--- config.mk ---
export PLATFORM = sky130hd
export DESIGN_NAME = rvfi_retire_rob_flat
export DESIGN_NICKNAME = d
export VERILOG_FILES = /design/src/rtl/rvfi_retire_rob_if.sv /design/src/rtl/rvfi_retire_rob.sv /design/src/flat_wrapper.sv
export SDC_FILE = /design/constraint.sdc
export NUM_CORES = 2
export LEC_CHECK = 0
export BUFFER_PORTS_ARGS = -buffer_cell sky130_fd_sc_hd__clkbuf_2
export CAP_MARGIN = 40
export CORE_MARGIN = 3
export CORE_UTILIZATION = 40
export CTS_CLUSTER_DIAMETER = 200
export CTS_CLUSTER_SIZE = 14
export DETAILED_ROUTE_END_ITERATION = 7
export PLACE_DENSITY = 0.59
export SYNTH_ARGS = -nofsm -noshare
export SYNTH_HDL_FRONTEND = slang
export SYNTH_SLANG_ARGS = --single-unit
--- constraint.sdc ---
create_clock -name i_clk -period 24.8 [get_ports i_clk]
set_clock_uncertainty 0.2 [all_clocks]
set_input_delay 0 -clock i_clk [delete_from_list [all_inputs] [get_ports i_clk]]
set_output_delay 0 -clock i_clk [all_outputs]
set_load 0.005 [all_outputs]
--- src/rtl/rvfi_retire_rob_if.sv ---
// Dispatch / writeback / monitor bundle for rvfi_retire_rob.
// master = surrounding pipeline and monitor, slave = the retirement buffer.
interface rvfi_retire_rob_if #(
  parameter int DEPTH = 8
);
  localparam int TAGW = $clog2(DEPTH);

  logic            alloc_req;
  logic            alloc_ready;
  logic [TAGW-1:0] alloc_tag;
  logic            wb_valid;
  logic [TAGW-1:0] wb_tag;
  logic [310:0]    wb_pkt;
  logic            flush;
  logic            mon_valid;
  logic [63:0]     mon_order;
  logic            mon_halt;
  logic [310:0]    mon_pkt;
  logic [TAGW:0]   occupancy;
  logic            error;

  modport master (
    output alloc_req, wb_valid, wb_tag, wb_pkt, flush,
    input  alloc_ready, alloc_tag, mon_valid, mon_order, mon_halt, mon_pkt,
           occupancy, error
  );

  modport slave (
    input  alloc_req, wb_valid, wb_tag, wb_pkt, flush,
    output alloc_ready, alloc_tag, mon_valid, mon_order, mon_halt, mon_pkt,
           occupancy, error
  );
endinterface

--- src/rtl/rvfi_retire_rob.sv ---
// In-order retirement buffer feeding the RVFI monitor; out-of-order writeback by tag.
// Optional protocol checker enabled by defining RVFI_ROB_CHECK_EN.

// One buffer slot: alloc/done flags plus the stored commit record.
module rvfi_rob_entry (
  input  logic         i_clk,
  input  logic         i_rst,
  input  logic         i_flush,
  input  logic         i_alloc,
  input  logic         i_wr,
  input  logic         i_retire,
  input  logic [310:0] i_pkt,
  output logic         o_alloc,
  output logic         o_done,
  output logic [310:0] o_pkt
);
  logic         r_alloc;
  logic         r_done;
  logic [310:0] r_pkt;

  always_ff @(posedge i_clk) begin
    if (!i_rst) begin
      r_alloc <= 1'b0;
      r_done  <= 1'b0;
    end else if (i_flush) begin
      r_alloc <= 1'b0;
      r_done  <= 1'b0;
    end else begin
      if (i_alloc) begin
        r_alloc <= 1'b1;
        r_done  <= 1'b0;
      end else if (i_retire) begin
        r_alloc <= 1'b0;
      end
      if (i_wr) r_done <= 1'b1;
    end
  end

  // Record storage needs no reset: done=0 masks it until written.
  always_ff @(posedge i_clk) begin
    if (i_wr) r_pkt <= i_pkt;
  end

  assign o_alloc = r_alloc;
  assign o_done  = r_done;
  assign o_pkt   = r_pkt;
endmodule

module rvfi_retire_rob #(
  parameter  int DEPTH = 8,
  localparam int TAGW  = $clog2(DEPTH)
) (
  input  logic               i_clk,
  input  logic               i_rst,
  rvfi_retire_rob_if.slave   bus
);
  localparam logic [31:0] HALT_INST = 32'h0000_0063;

  logic [TAGW:0]  r_head;
  logic [TAGW:0]  r_tail;
  logic [63:0]    r_retire_cnt;
  logic           r_halted;
  logic           r_mon_valid;
  logic [63:0]    r_mon_order;
  logic           r_mon_halt;
  logic [310:0]   r_mon_pkt;

  logic [DEPTH-1:0]          w_ent_alloc;
  logic [DEPTH-1:0]          w_ent_done;
  logic [DEPTH-1:0][310:0]   w_ent_pkt;

  logic [TAGW:0]   w_occ;
  logic            w_ready;
  logic [TAGW-1:0] w_head_idx;
  logic [TAGW-1:0] w_tail_idx;
  logic            w_alloc_fire;
  logic            w_wb_ok;
  logic            w_retire;
  logic [310:0]    w_head_pkt;
  logic            w_is_halt;

  assign w_occ      = r_tail - r_head;
  assign w_ready    = (w_occ != (TAGW+1)'(DEPTH)) && !r_halted;
  assign w_head_idx = r_head[TAGW-1:0];
  assign w_tail_idx = r_tail[TAGW-1:0];
  assign w_head_pkt = w_ent_pkt[w_head_idx];
  assign w_is_halt  = (w_head_pkt[310:279] == HALT_INST);

  // Flush dominates every other event in the same cycle.
  assign w_alloc_fire = bus.alloc_req && w_ready && !bus.flush;
  assign w_wb_ok      = bus.wb_valid && w_ent_alloc[bus.wb_tag] &&
                        !w_ent_done[bus.wb_tag] && !bus.flush;
  assign w_retire     = w_ent_alloc[w_head_idx] && w_ent_done[w_head_idx] &&
                        !r_halted && !bus.flush;

  for (genvar g = 0; g < DEPTH; g++) begin : g_ent
    rvfi_rob_entry u_ent (
      .i_clk    (i_clk),
      .i_rst    (i_rst),
      .i_flush  (bus.flush),
      .i_alloc  (w_alloc_fire && (w_tail_idx == TAGW'(g))),
      .i_wr     (w_wb_ok && (bus.wb_tag == TAGW'(g))),
      .i_retire (w_retire && (w_head_idx == TAGW'(g))),
      .i_pkt    (bus.wb_pkt),
      .o_alloc  (w_ent_alloc[g]),
      .o_done   (w_ent_done[g]),
      .o_pkt    (w_ent_pkt[g])
    );
  end

  always_ff @(posedge i_clk) begin
    if (!i_rst) begin
      r_head       <= '0;
      r_tail       <= '0;
      r_retire_cnt <= '0;
      r_halted     <= 1'b0;
      r_mon_valid  <= 1'b0;
      r_mon_order  <= '0;
      r_mon_halt   <= 1'b0;
      r_mon_pkt    <= '0;
    end else begin
      r_mon_valid <= w_retire;
      if (bus.flush) begin
        r_tail <= r_head;
      end else if (w_alloc_fire) begin
        r_tail <= r_tail + 1'b1;
      end
      if (w_retire) begin
        r_head       <= r_head + 1'b1;
        r_retire_cnt <= r_retire_cnt + 64'd1;
        r_mon_order  <= r_retire_cnt;
        r_mon_halt   <= w_is_halt;
        r_mon_pkt    <= w_head_pkt;
        if (w_is_halt) r_halted <= 1'b1;
      end
    end
  end

  assign bus.alloc_ready = w_ready;
  assign bus.alloc_tag   = w_tail_idx;
  assign bus.occupancy   = w_occ;
  assign bus.mon_valid   = r_mon_valid;
  assign bus.mon_order   = r_mon_order;
  assign bus.mon_halt    = r_mon_halt;
  assign bus.mon_pkt     = r_mon_pkt;

`ifdef RVFI_ROB_CHECK_EN
  logic r_error;
  logic w_err_evt;

  assign w_err_evt = (bus.wb_valid && !(w_ent_alloc[bus.wb_tag] && !w_ent_done[bus.wb_tag])) ||
                     (bus.alloc_req && !w_ready && !r_halted) ||
                     (bus.wb_valid && bus.flush);

  always_ff @(posedge i_clk) begin
    if (!i_rst)         r_error <= 1'b0;
    else if (w_err_evt) r_error <= 1'b1;
  end

  assign bus.error = r_error;
`else
  assign bus.error = 1'b0;
`endif
endmodule

--- src/flat_wrapper.sv ---
// flat-port wrapper written by rule: the top's interface ports become plain ports
module rvfi_retire_rob_flat 
#(
  parameter  int DEPTH = 8,
  localparam int TAGW  = $clog2(DEPTH)
)
  (i_clk, i_rst, bus_alloc_req, bus_wb_valid, bus_wb_tag, bus_wb_pkt, bus_flush, bus_alloc_ready, bus_alloc_tag, bus_mon_valid, bus_mon_order, bus_mon_halt, bus_mon_pkt, bus_occupancy, bus_error);
  rvfi_retire_rob_if #(.DEPTH(DEPTH)) bus_i ();
  input  logic i_clk;
  input  logic i_rst;
  input wire logic [$bits(bus_i.alloc_req)-1:0] bus_alloc_req;
  input wire logic [$bits(bus_i.wb_valid)-1:0] bus_wb_valid;
  input wire logic [$bits(bus_i.wb_tag)-1:0] bus_wb_tag;
  input wire logic [$bits(bus_i.wb_pkt)-1:0] bus_wb_pkt;
  input wire logic [$bits(bus_i.flush)-1:0] bus_flush;
  output wire logic [$bits(bus_i.alloc_ready)-1:0] bus_alloc_ready;
  output wire logic [$bits(bus_i.alloc_tag)-1:0] bus_alloc_tag;
  output wire logic [$bits(bus_i.mon_valid)-1:0] bus_mon_valid;
  output wire logic [$bits(bus_i.mon_order)-1:0] bus_mon_order;
  output wire logic [$bits(bus_i.mon_halt)-1:0] bus_mon_halt;
  output wire logic [$bits(bus_i.mon_pkt)-1:0] bus_mon_pkt;
  output wire logic [$bits(bus_i.occupancy)-1:0] bus_occupancy;
  output wire logic [$bits(bus_i.error)-1:0] bus_error;
  assign bus_i.alloc_req = bus_alloc_req;
  assign bus_i.wb_valid = bus_wb_valid;
  assign bus_i.wb_tag = bus_wb_tag;
  assign bus_i.wb_pkt = bus_wb_pkt;
  assign bus_i.flush = bus_flush;
  assign bus_alloc_ready = bus_i.alloc_ready;
  assign bus_alloc_tag = bus_i.alloc_tag;
  assign bus_mon_valid = bus_i.mon_valid;
  assign bus_mon_order = bus_i.mon_order;
  assign bus_mon_halt = bus_i.mon_halt;
  assign bus_mon_pkt = bus_i.mon_pkt;
  assign bus_occupancy = bus_i.occupancy;
  assign bus_error = bus_i.error;
  rvfi_retire_rob #(.DEPTH(DEPTH)) u_core (.i_clk(i_clk), .i_rst(i_rst), .bus(bus_i));
endmodule
==> metrics <==
data required time of the worst path=25.39 ns; hold path startpoint=bus_flush; WL/cell=about 25 µm; r2r startpoint=u_core.r_head[0]; EDFF count, synth=2488; Post-DRT Antenna Nets=0; post-synthesis cell area=0.110 mm²; Worst Setup End Kind=register; CP Launch Point=u_core.r_head[0]; CTS buffer count=232; met1 usage in global routing=0.262; top-level port count=705; clk slew on worst S/H paths=approximately 0.08 ns; outcome=finished, final reports clean; fin nets=7498; Skew-Pair Late Insertion Delay=about 0.90 ns; Netlist cell types=55; FF-to-FF path depth=11; Final GP Congestion=0.771; root buffer selected by CTS=clkbuf_16; syn avg cell area=19.0 µm²; Final Max Slew Viols=0; R2R setup slack=about 19 ns; Power, Total=roughly 9.1 mW; yosys warns=0; compound-gate portion of the synthesized area=0.0362; Leak=roughly 47 nW; Worst R2R End=u_core.bus.mon_pkt[56]; Setup-failing EPs final=0; GR Util met3=0.0342; GR peak layer=met2; PortBufs=703; Comb pwr share=0.024; Reg power frac=0.595; Sum Neg Setup Slack=0 ns; GR met2 Demand/Resource=0.310; number of global-route vias before repair=60993; actual slew at the worst max-slew pin=1.49 ns; initial antenna violation count=54; CTS tree=built; main combinational cell family by area after synthesis=multiplexers; multiplexer share of the synthesized area=0.129; Post-Synth Adder-Cell Area=0.00200; RSZ-0062 raised after global routing=no; # rows=192; area grow syn2layout=19.8%; layout cells sized above 1=0.235; DRT iter0 DRCs=approximately 4800; die area=0.282 mm²; core area=around 0.27 mm²; switching share of total power=0.199; xor/xnor share of the synthesized area=0.00453; Min Clock Period, post-route=5.68 ns; routed wire length=~270 mm; number of max-cap violations=0; Chip Width=about 530 µm; register area share after synthesis=0.762; # fillers=around 23000; first-pass iteration count of the detailed router=7; Critical Path Source Type=register; clk sink count=2954; Slew headroom=0.00547; hold endpoint=u_core.r_head[3]; Final HPWL DP=between 150 and 200 mm; vias per cell=around 5.4; Top FF cell, synth=edfxtp_1; worst setup path category=reg -> reg; Hold Fails Final Rpt=0; Max VDD drop=slightly below 0.07 mV; Die Ht=around 530 µm; Overflow after GRT=0; Clock Power Share=0.381; final worst path period share=0.229; GR Util All Layers=0.190; Max Freq=approximately 0.18 GHz; PwrDens=between 60 and 70 mW/mm²; Internal=between 7 and 8 mW; Vias=58992; crit-path max FO=approximately 190; Worst Hold Depth=7; P_sw=between 1.5 and 2 mW; Post-Synth Simple-Gate Area=0.0532; Post-synth ARST share=0; H-tree depth=4; Post-Syn Nets=~6100; CP arrival=6.27 ns; Hold Path Class=in -> reg; synthesized instance count=~5800; largest net degree at the start of global routing=slightly below 200; first-pass GRT wire length=approximately 400 mm; DRC Markers=0; Clock Tree Buf Depth=4; initial core utilization=0.403; Yosys reg bits=2954
==> through the flow <==
| step | util | hold slack [ns] | std cells | area (µm²) | worst slack [ns] |
|---|---|---|---|---|---|
| after floorplan | - | -0.101 | 5808 | 110000 | 1.39 |
| after global placement | 0.430 | 0.0696 | 9839 | 118000 | 18.80 |
| after CTS | 0.482 | 0.0581 | 10936 | 132000 | 19.00 |
| after detailed placement | 0.434 | 0.0749 | 9877 | 119000 | 18.99 |
| after global routing | 0.482 | 0.0963 | 10955 | 132000 | 18.87 |
| final | 0.482 | 0.111 | 10971 | 132000 | 19.12 |
==> power by group through the flow <==
stage	Clock [mW]	Combinational, mW	Sequential [mW]
after floorplan	0	0.0307	5.52
after global placement	0	0.115	5.50
after detailed placement	0	0.125	5.50
after CTS	3.56	0.215	5.39
after global routing	3.74	0.231	5.39
final	3.46	0.213	5.39
==> final cells by class <==
type	count	area, µm²	area share
inverter	18	75.1	0.000568
clock buffer	412	6520	0.0494
sequential	2954	84100	0.636
multi-input combinational	2482	24900	0.188
clock inverter	8	188	0.00142
timing repair buffer	1474	11800	0.0893
antenna	34	85.1	0.000644
tap	3589	4490	0.0340
==> cell usage after synthesis (all sizes together), types with 16 or more instances <==
| master | n | area share |
|---|---|---|
| and2 | 61 | 0.0035 |
| inv | 18 | 0.00061 |
| nor2 | 39 | 0.0013 |
| o21ai | 16 | 0.00073 |
| mux4 | 619 | 0.13 |
| o211a | 308 | 0.028 |
| nand3 | 320 | 0.015 |
| nand4 | 29 | 0.0018 |
| xor2 | 18 | 0.0014 |
| ha | 16 | 0.0018 |
| edfxtp | 2488 | 0.68 |
| buf | 98 | 0.0035 |
| a21boi | 78 | 0.0053 |
| xnor2 | 39 | 0.0031 |
| a21oi | 24 | 0.0011 |
| nand2 | 791 | 0.027 |
| clkbuf | 256 | 0.0087 |
| mux2i | 26 | 0.0024 |
| dfxtp | 466 | 0.085 |
==> logic make-up (layout without fill, tap and decap cells) <==
family / after synthesis / after routing
DFF: 2954 / 2954
muxes: 645 / 645
other: 1 / 35
and+or+nand+nor: 1321 / 1321
buffers and inverters: 372 / 1912
adders and majority gates: 17 / 17
AOI/OAI and AO/OA: 441 / 441
xor gates and xnor gates: 57 / 57
==> worst max path at each step <==
| stage | to |
|---|---|
| after detailed placement | u_core.bus.mon_pkt[56] |
| final | u_core.bus.mon_pkt[56] |
| after CTS | u_core.bus.mon_pkt[56] |
| after global placement | u_core.bus.mon_pkt[225] |
| after floorplan | u_core.g_ent[4].u_ent.o_pkt[0] |
| after global routing | u_core.bus.mon_pkt[56] |
==> sequential cells by signal, summed over array words and instances, names as in the netlist <==
name                        cells
u_core.g_ent.u_ent.o_pkt     2488
u_core.bus.mon_pkt            311
u_core.bus.mon_order           64
u_core.r_retire_cnt            64
u_core.g_ent.u_ent.o_alloc      8
u_core.g_ent.u_ent.o_done       8
u_core.r_head                   4
u_core.r_tail                   4
u_core.bus.mon_halt             1
u_core.bus.mon_valid            1
u_core.r_halted                 1
==> routing by layer <==
layer  vias to the layer above  wire, µm
li1                      25827         -
met1                     31046    116000
met2                      1676    131000
met3                       411     16600
met4                        32      7870
met5                         -       198
==> worst max-delay path, stage by stage, from the launching register on <==
cell and delay (ns):
dfxtp_4 0.50, inv_1 0.11, buf_4 0.44, mux4_2 0.66
o2bb2ai_4 0.19, buf_12 0.64, buf_4 0.81, buf_4 0.74
buf_4 0.31, buf_16 0.28, nand3_1 0.15, o211a_1 0.15
==> layout by cell type (no fill, tap or decap), types with 10 or more instances in the layout <==
master	count
mux2i_1	26
nand3_1	320
diode_2	34
buf_16	33
clkbuf_1	178
clkbuf_2	702
buf_12	18
o211a_1	308
and2_1	60
dfxtp_1	463
o21ai_0	16
inv_1	16
a21boi_0	77
nand4_1	27
nor2b_1	10
mux4_2	619
dlygate4sd3_1	638
nand2_1	790
xor2_1	18
nor3_1	11
edfxtp_1	2488
xnor2_1	39
ha_1	16
or3_1	10
a21oi_1	24
and3_1	12
nor2_1	33
buf_4	80
clkbuf_16	234
==> what timing repair did <==
action,CTS,global route
setup buffers,0,0
gates resized for setup,0,0
hold endpoints to repair,3160,0
hold buffers,639,0
endpoints found under the setup margin,0,0
Note: power is estimated with default switching activity, not from simulation.
